<file path="src/rtl/pipe_fifo_pkg.sv">
// Shared datapath constants for the pipe FIFO: default geometry and the occupancy-counter width helper.
// Included by the interface, the pointer sub-module and the top so every width is derived from one place.
package pipe_fifo_pkg;

  localparam int DEFAULT_WIDTH = 32;
  localparam int DEFAULT_DEPTH = 4;

  // Occupancy must represent 0..depth inclusive, hence one bit more than the pointer.
  function automatic int cnt_w(input int depth);
    return $clog2(depth) + 1;
  endfunction

endpackage

</file>
<file path="src/rtl/pipe_fifo_if.sv">
// Producer/consumer bundle for pipe_fifo: push/pop requests, flush, head data and status flags.
// The slave modport is the FIFO itself; the master modport is the pipeline stage driving it.
interface pipe_fifo_if
  import pipe_fifo_pkg::*;
#(
  parameter int WIDTH = DEFAULT_WIDTH,
  parameter int DEPTH = DEFAULT_DEPTH
);

  localparam int CW = cnt_w(DEPTH);

  logic             clear;
  logic             push;
  logic [WIDTH-1:0] push_data;
  logic             pop;
  logic [WIDTH-1:0] pop_data;
  logic             full;
  logic             empty;
  logic [CW-1:0]    count;
  logic             overflow;
  logic             underflow;

  modport master (
    output clear, push, push_data, pop,
    input  pop_data, full, empty, count, overflow, underflow
  );

  modport slave (
    input  clear, push, push_data, pop,
    output pop_data, full, empty, count, overflow, underflow
  );

endinterface

</file>
<file path="src/rtl/fifo_ptr.sv">
// Modulo-DEPTH ring pointer: advances by one on inc, returns to 0 on clear or reset; one-cycle update.
// No backpressure of its own; the caller gates inc with the accept condition.
module fifo_ptr #(
  parameter int DEPTH = 4
) (
  input  logic                     clk,
  input  logic                     reset,
  input  logic                     clear,
  input  logic                     inc,
  output logic [$clog2(DEPTH)-1:0] ptr
);

  localparam int PW = $clog2(DEPTH);

  logic [PW-1:0] ptr_q;
  logic [PW-1:0] ptr_d;

  // DEPTH is a power of two, so natural overflow of the PW-bit add is the wrap.
  always_comb begin
    ptr_d = ptr_q;
    if (clear) begin
      ptr_d = '0;
    end else if (inc) begin
      ptr_d = ptr_q + PW'(1);
    end
  end

  always_ff @(posedge clk) begin
    if (reset) begin
      ptr_q <= '0;
    end else begin
      ptr_q <= ptr_d;
    end
  end

  assign ptr = ptr_q;

endmodule

</file>
<file path="src/rtl/pipe_fifo.sv">
// First-word fall-through FIFO with sticky overflow/underflow and synchronous flush; pop_data has zero latency, a push is visible next cycle.
// Push while full is dropped unless a pop is accepted the same cycle; PIPE_FIFO_BYPASS_EN enables push+pop pass-through while empty.
module pipe_fifo
  import pipe_fifo_pkg::*;
#(
  parameter int WIDTH = DEFAULT_WIDTH,
  parameter int DEPTH = DEFAULT_DEPTH
) (
  input  logic          clk,
  input  logic          reset,
  pipe_fifo_if.slave    bus
);

  localparam int PW = $clog2(DEPTH);
  localparam int CW = cnt_w(DEPTH);

  logic [PW-1:0]    wr_ptr;
  logic [PW-1:0]    rd_ptr;
  logic [CW-1:0]    count_q;
  logic [CW-1:0]    count_d;
  logic             overflow_q;
  logic             overflow_d;
  logic             underflow_q;
  logic             underflow_d;
  logic [WIDTH-1:0] mem_q [DEPTH];
  logic [WIDTH-1:0] mem_d [DEPTH];
  logic [DEPTH-1:0] we;
  logic             empty;
  logic             full;
  logic             bypass;
  logic             push_acc;
  logic             pop_acc;

  always_comb begin
    empty = (count_q == '0);
    full  = (count_q == CW'(DEPTH));
`ifdef PIPE_FIFO_BYPASS_EN
    bypass = bus.push && bus.pop && empty;
`else
    bypass = 1'b0;
`endif
    // A flush squashes both requests, so nothing moves while clear is high.
    pop_acc  = bus.pop && !empty && !bus.clear;
    push_acc = bus.push && !bypass && !bus.clear && (!full || pop_acc);
  end

  always_comb begin
    overflow_d  = overflow_q;
    underflow_d = underflow_q;
    if (!bus.clear) begin
      if (bus.push && full && !bus.pop) begin
        overflow_d = 1'b1;
      end
      if (bus.pop && empty && !bypass) begin
        underflow_d = 1'b1;
      end
    end
  end

  always_comb begin
    count_d = count_q;
    if (bus.clear) begin
      count_d = '0;
    end else begin
      case ({push_acc, pop_acc})
        2'b10:   count_d = count_q + CW'(1);
        2'b01:   count_d = count_q - CW'(1);
        default: count_d = count_q;
      endcase
    end
  end

  always_comb begin
    for (int i = 0; i < DEPTH; i++) begin
      we[i]    = push_acc && (wr_ptr == PW'(i));
      mem_d[i] = we[i] ? bus.push_data : mem_q[i];
    end
  end

  always_ff @(posedge clk) begin
    if (reset) begin
      count_q     <= '0;
      overflow_q  <= 1'b0;
      underflow_q <= 1'b0;
    end else begin
      count_q     <= count_d;
      overflow_q  <= overflow_d;
      underflow_q <= underflow_d;
    end
  end

  // Storage is deliberately left out of reset; only occupancy decides what is valid.
  always_ff @(posedge clk) begin
    for (int i = 0; i < DEPTH; i++) begin
      mem_q[i] <= mem_d[i];
    end
  end

  fifo_ptr #(.DEPTH(DEPTH)) u_wr_ptr (
    .clk   (clk),
    .reset (reset),
    .clear (bus.clear),
    .inc   (push_acc),
    .ptr   (wr_ptr)
  );

  fifo_ptr #(.DEPTH(DEPTH)) u_rd_ptr (
    .clk   (clk),
    .reset (reset),
    .clear (bus.clear),
    .inc   (pop_acc),
    .ptr   (rd_ptr)
  );

  assign bus.pop_data  = bypass ? bus.push_data : mem_q[rd_ptr];
  assign bus.full      = full;
  assign bus.empty     = empty;
  assign bus.count     = count_q;
  assign bus.overflow  = overflow_q;
  assign bus.underflow = underflow_q;

  a_not_full_and_empty : assert property (@(posedge clk) disable iff (reset) !(full && empty));
  a_count_in_range     : assert property (@(posedge clk) disable iff (reset) count_q <= CW'(DEPTH));

endmodule
</file>
<file path="src/flat_wrapper.sv">
// flat-port wrapper written by rule: the top's interface ports become plain ports
module pipe_fifo_flat import pipe_fifo_pkg::*;
#(
  parameter int WIDTH = DEFAULT_WIDTH,
  parameter int DEPTH = DEFAULT_DEPTH
)
  (clk, reset, bus_clear, bus_push, bus_push_data, bus_pop, bus_pop_data, bus_full, bus_empty, bus_count, bus_overflow, bus_underflow);
  pipe_fifo_if #(.WIDTH(WIDTH), .DEPTH(DEPTH)) bus_i ();
  input  logic clk;
  input  logic reset;
  input wire logic [$bits(bus_i.clear)-1:0] bus_clear;
  input wire logic [$bits(bus_i.push)-1:0] bus_push;
  input wire logic [$bits(bus_i.push_data)-1:0] bus_push_data;
  input wire logic [$bits(bus_i.pop)-1:0] bus_pop;
  output wire logic [$bits(bus_i.pop_data)-1:0] bus_pop_data;
  output wire logic [$bits(bus_i.full)-1:0] bus_full;
  output wire logic [$bits(bus_i.empty)-1:0] bus_empty;
  output wire logic [$bits(bus_i.count)-1:0] bus_count;
  output wire logic [$bits(bus_i.overflow)-1:0] bus_overflow;
  output wire logic [$bits(bus_i.underflow)-1:0] bus_underflow;
  assign bus_i.clear = bus_clear;
  assign bus_i.push = bus_push;
  assign bus_i.push_data = bus_push_data;
  assign bus_i.pop = bus_pop;
  assign bus_pop_data = bus_i.pop_data;
  assign bus_full = bus_i.full;
  assign bus_empty = bus_i.empty;
  assign bus_count = bus_i.count;
  assign bus_overflow = bus_i.overflow;
  assign bus_underflow = bus_i.underflow;
  pipe_fifo #(.WIDTH(WIDTH), .DEPTH(DEPTH)) u_core (.clk(clk), .reset(reset), .bus(bus_i));
endmodule
</file>
<file path="config.mk">
export PLATFORM = sky130hd
export DESIGN_NAME = pipe_fifo_flat
export DESIGN_NICKNAME = d
export VERILOG_FILES = /design/src/rtl/pipe_fifo_pkg.sv /design/src/rtl/pipe_fifo_if.sv /design/src/rtl/fifo_ptr.sv /design/src/rtl/pipe_fifo.sv /design/src/flat_wrapper.sv
export SDC_FILE = /design/constraint.sdc
export NUM_CORES = 1
export LEC_CHECK = 0
export ABC_CLOCK_PERIOD_IN_PS = 2800
export BUFFER_PORTS_ARGS = -buffer_cell sky130_fd_sc_hd__buf_2
export CORE_ASPECT_RATIO = 0.7
export CORE_MARGIN = 5
export CORE_UTILIZATION = 35
export CTS_BUF_LIST = sky130_fd_sc_hd__clkbuf_2 sky130_fd_sc_hd__clkbuf_4 sky130_fd_sc_hd__clkbuf_8
export CTS_CLUSTER_SIZE = 40
export DETAILED_ROUTE_END_ITERATION = 16
export SYNTH_ARGS = -nofsm -noshare
export SYNTH_HDL_FRONTEND = slang
export SYNTH_SLANG_ARGS = --single-unit
</file>
<file path="constraint.sdc">
create_clock -name clk -period 2.8 [get_ports clk]
set_input_delay 0.56 -clock clk [delete_from_list [all_inputs] [get_ports clk]]
set_output_delay 0.56 -clock clk [all_outputs]
set_load 0.05 [all_outputs]
</file>
==> impl_metrics.py <==
metrics = {
    "outcome": {
        "outcome": "finished clean",
    },
    "route": {
        "routed_wl_um": 9570,
        "routed_via_density": 4.70,
        "post-route-drc-count": 0,
        "drtPass1Iterations": 4,
        "dr_total_vias": 2503,
        "wl_per_cell_um": 18.0,
        "drt_iter0_markers": 97,
        "antenna_left": 0,
    },
    "synthesis": {
        "mappedNetlistArea_mm2": 0.00520,
        "synthTopCellsByArea": "edfxtp_1, mux4_2, dfxtp_1, ha_1, buf_6",
        "synth_nets": 276,
        "yosys.cell_types.count": 28,
        "syn_avg_cell_area_um2": 22.3,
        "synth_top_cell_by_area": "edfxtp_1",
        "synth_cells": 233,
        "synth_ff_type": "edfxtp_1",
        "synth_edf_count": 128,
        "ys_ff_latch": 139,
        "ys_async_sr_fraction": 0,
        "yosys_warnings": 0,
        "synth_top_area_frac": 0.739,
        "synth_seq_area_share": 0.781,
    },
    "floorplan": {
        "dieArea_mm2": 0.0174,
        "die_h_um": 112,
        "rows": 37,
        "start_util": 0.356,
        "io_pins": 76,
        "die_x_um": 156,
        "core_mm2": 0.0146,
    },
    "timing": {
        "slew_headroom": 0.698,
        "finalCriticalPeriod_ns": 2.52,
        "finalHoldViolCount": 0,
        "fmax_mhz": 397,
        "fin_worst_skew_ns": 0.00854,
        "slew_viol_final": 0,
        "period_share": 0.899,
        "worst_hold_slack_ns": 0.349,
        "finalSetupTns_ns": 0,
        "rsz0062_at_grt": "false",
        "worst_pin_slew_ns": 0.454,
        "setup_viol": 0,
    },
    "clock_tree": {
        "cts_buffers": 17,
        "path_clk_slew_ns": 0.07,
        "clock-sinks": 139,
        "post_cts_buffers": 0,
        "cts_tree": "done",
        "ctsHtreeMaxLevel": 4,
        "cts_buffer_depth": 2,
        "insertion_delay_ns": 0.42,
        "post_cts_resized": 0,
        "ctsRootBufferMaster": "clkbuf_8",
        "cts_hold_buf": 0,
    },
    "min_path": {
        "holdPathStages": 2,
        "hold_end": "u_core.bus.overflow",
        "hp-start": "reset",
        "hold_class": "input pin to register",
    },
    "setup_path": {
        "timing.rr.start": "u_core.bus.count[2]",
        "crit_chain": "buf_4 -> mux4_2 -> buf_2",
        "crit_path_end_kind": "output pin",
        "critical_path_peak_fanout": 21,
        "max_stage_delay_ns": 0.60,
        "path_class": "register to output pin",
        "crit_slowest_cell": "mux4_2",
        "r2r_end": "u_core.bus.count[2]",
        "critPathArrivalTime_ns": 1.96,
        "cpLargestDelayFamily": "buffers and inverters",
        "r2r_setup_slack_ns": 0.59,
        "startpoint_type": "register",
        "reg2reg_depth": 9,
        "crit_buf_inv": 2,
        "crit_required_ns": 2.24,
    },
    "global_routing": {
        "grt_pass1_vias": 2740,
        "grtUsageTotal": 0.115,
        "use_met1": 0.147,
        "grt_max_degree": 25,
        "grt_pass1_wl_um": 15000,
        "grt_use_met2": 0.187,
        "grt_remaining_overflow": 0,
        "use_met3": 0.0370,
        "antenna_found_initial": 0,
        "grt_busiest_layer": "met2",
    },
    "cells_and_area": {
        "drive_above_1_share": 0.456,
        "utilization": 0.429,
        "fin_area_mm2": 0.00628,
        "antenna_cells": 0,
        "syn_to_final_growth_pct": 20.7,
        "finalNetCount": 369,
    },
    "power": {
        "p_clk_frac": 0.388,
        "sw_frac_of_total": 0.216,
        "p_comb_frac": 0.055,
        "total_power_mw": 4.14,
        "power.leakage_nw": 2.11,
        "ir_drop_v": 0.000250,
        "power.internal_mw": 3.24,
        "seqPwrFrac": 0.557,
        "p_sw_mw": 0.893,
        "power_density_mw_per_mm2": 658,
    },
    "placement": {
        "port_buffers": 75,
        "place.gp.congestion": 0.801,
        "dp_hpwl_um": 5930,
        "dpl-instance-area_mm2": 0.00589,
    },
    "run": {
        "drv_cap": 0,
    },
}
==> state kept, by name (all words and copies together), names as in the netlist, named ones only <==
register	flops
u_core.bus.underflow	1
u_core.bus.count	3
u_core.u_wr_ptr.ptr	2
u_core.mem_q	128
u_core.u_rd_ptr.ptr	2
u_core.bus.overflow	1
==> worst max-delay path by stage <==
stage | from | end | cells past startpoint
final | register | bus_pop_data[24] | 3
after global routing | register | bus_pop_data[24] | 3
after CTS | register | bus_pop_data[24] | 3
after detailed placement | bus_pop | u_core.bus.count[2] | 10
after global placement | bus_pop | u_core.bus.count[2] | 10
after floorplan | u_core.bus.count[1] | u_core.bus.count[2] | 8
==> layout make-up <==
type	count	area (um2)
sequential	139	4070
fill	1326	8350
multi-input combinational	79	1060
clock inverter	13	153
clock buffer	18	241
timing repair buffer	82	490
tap	195	244
inverter	7	26.3
==> cell usage in the layout (no fill, tap or decap), drive strengths merged, types with 2 or more instances in the layout <==
master / synthesis / layout
edfxtp: 128 / 128
ha: 5 / 5
mux4: 32 / 32
dfxtp: 11 / 11
o21ai: 3 / 3
clkinv: 0 / 9
bufinv: 0 / 3
inv: 7 / 7
clkbuf: 1 / 18
or3: 3 / 3
and3: 5 / 5
buf: 7 / 82
xor2: 2 / 2
nand2b: 2 / 2
a21oi: 6 / 6
nor2: 8 / 8
==> layer usage <==
| metal | share of wire | vias to the layer above |
|---|---|---|
| li1 | - | 1147 |
| met1 | 0.44 | 1294 |
| met2 | 0.50 | 55 |
| met3 | 0.052 | 7 |
| met4 | 0.0098 | 0 |
| met5 | 0 | - |
==> cell usage after synthesis (all sizes together) (2+ instances only) <==
cell type,n
and3,5
buf,7
nor2,8
edfxtp,128
o21ai,3
a21oi,6
ha,5
inv,7
nand2b,2
xor2,2
dfxtp,11
mux4,32
or3,3
==> power by group through the flow <==
stage / registers [mW] / clock network [mW] / logic, mW
after global routing: 2.30 / 1.77 / 0.244
after floorplan: 2.36 / 0 / 0.136
after global placement: 2.35 / 0 / 0.228
after CTS: 2.30 / 1.66 / 0.232
after detailed placement: 2.35 / 0 / 0.232
final: 2.30 / 1.60 / 0.227
==> cells by family after synthesis <==
group	after synthesis	share of synthesized area
buffers and inverters	15	0.0161
AND/OR/NAND/NOR	27	0.0320
AO/OA/AOI/OAI	11	0.0113
flip-flops	139	0.781
adder cells (fa/ha/maj)	6	0.0159
multiplexers	33	0.140
XOR/XNOR	2	0.00337
==> worst reg2reg max path, delay by kind of cell, from the launching register on <==
kind,cells,cell delay (ns)
adder cells (fa/ha/maj),2,0.54
flip-flops,1,0.44
buffers and inverters,2,0.13
AND/OR/NAND/NOR,3,0.75
AO/OA/AOI/OAI,1,0.13
XOR/XNOR,1,0.15
==> through the flow <==
stage               cells  worst slack, ns
floorplan             233            0.268
global placement      502            0.399
detailed placement    502            0.348
CTS                   533            0.200
global route          533            0.136
finish                533            0.283
No activity file was read; power rests on OpenSTA's default activity.
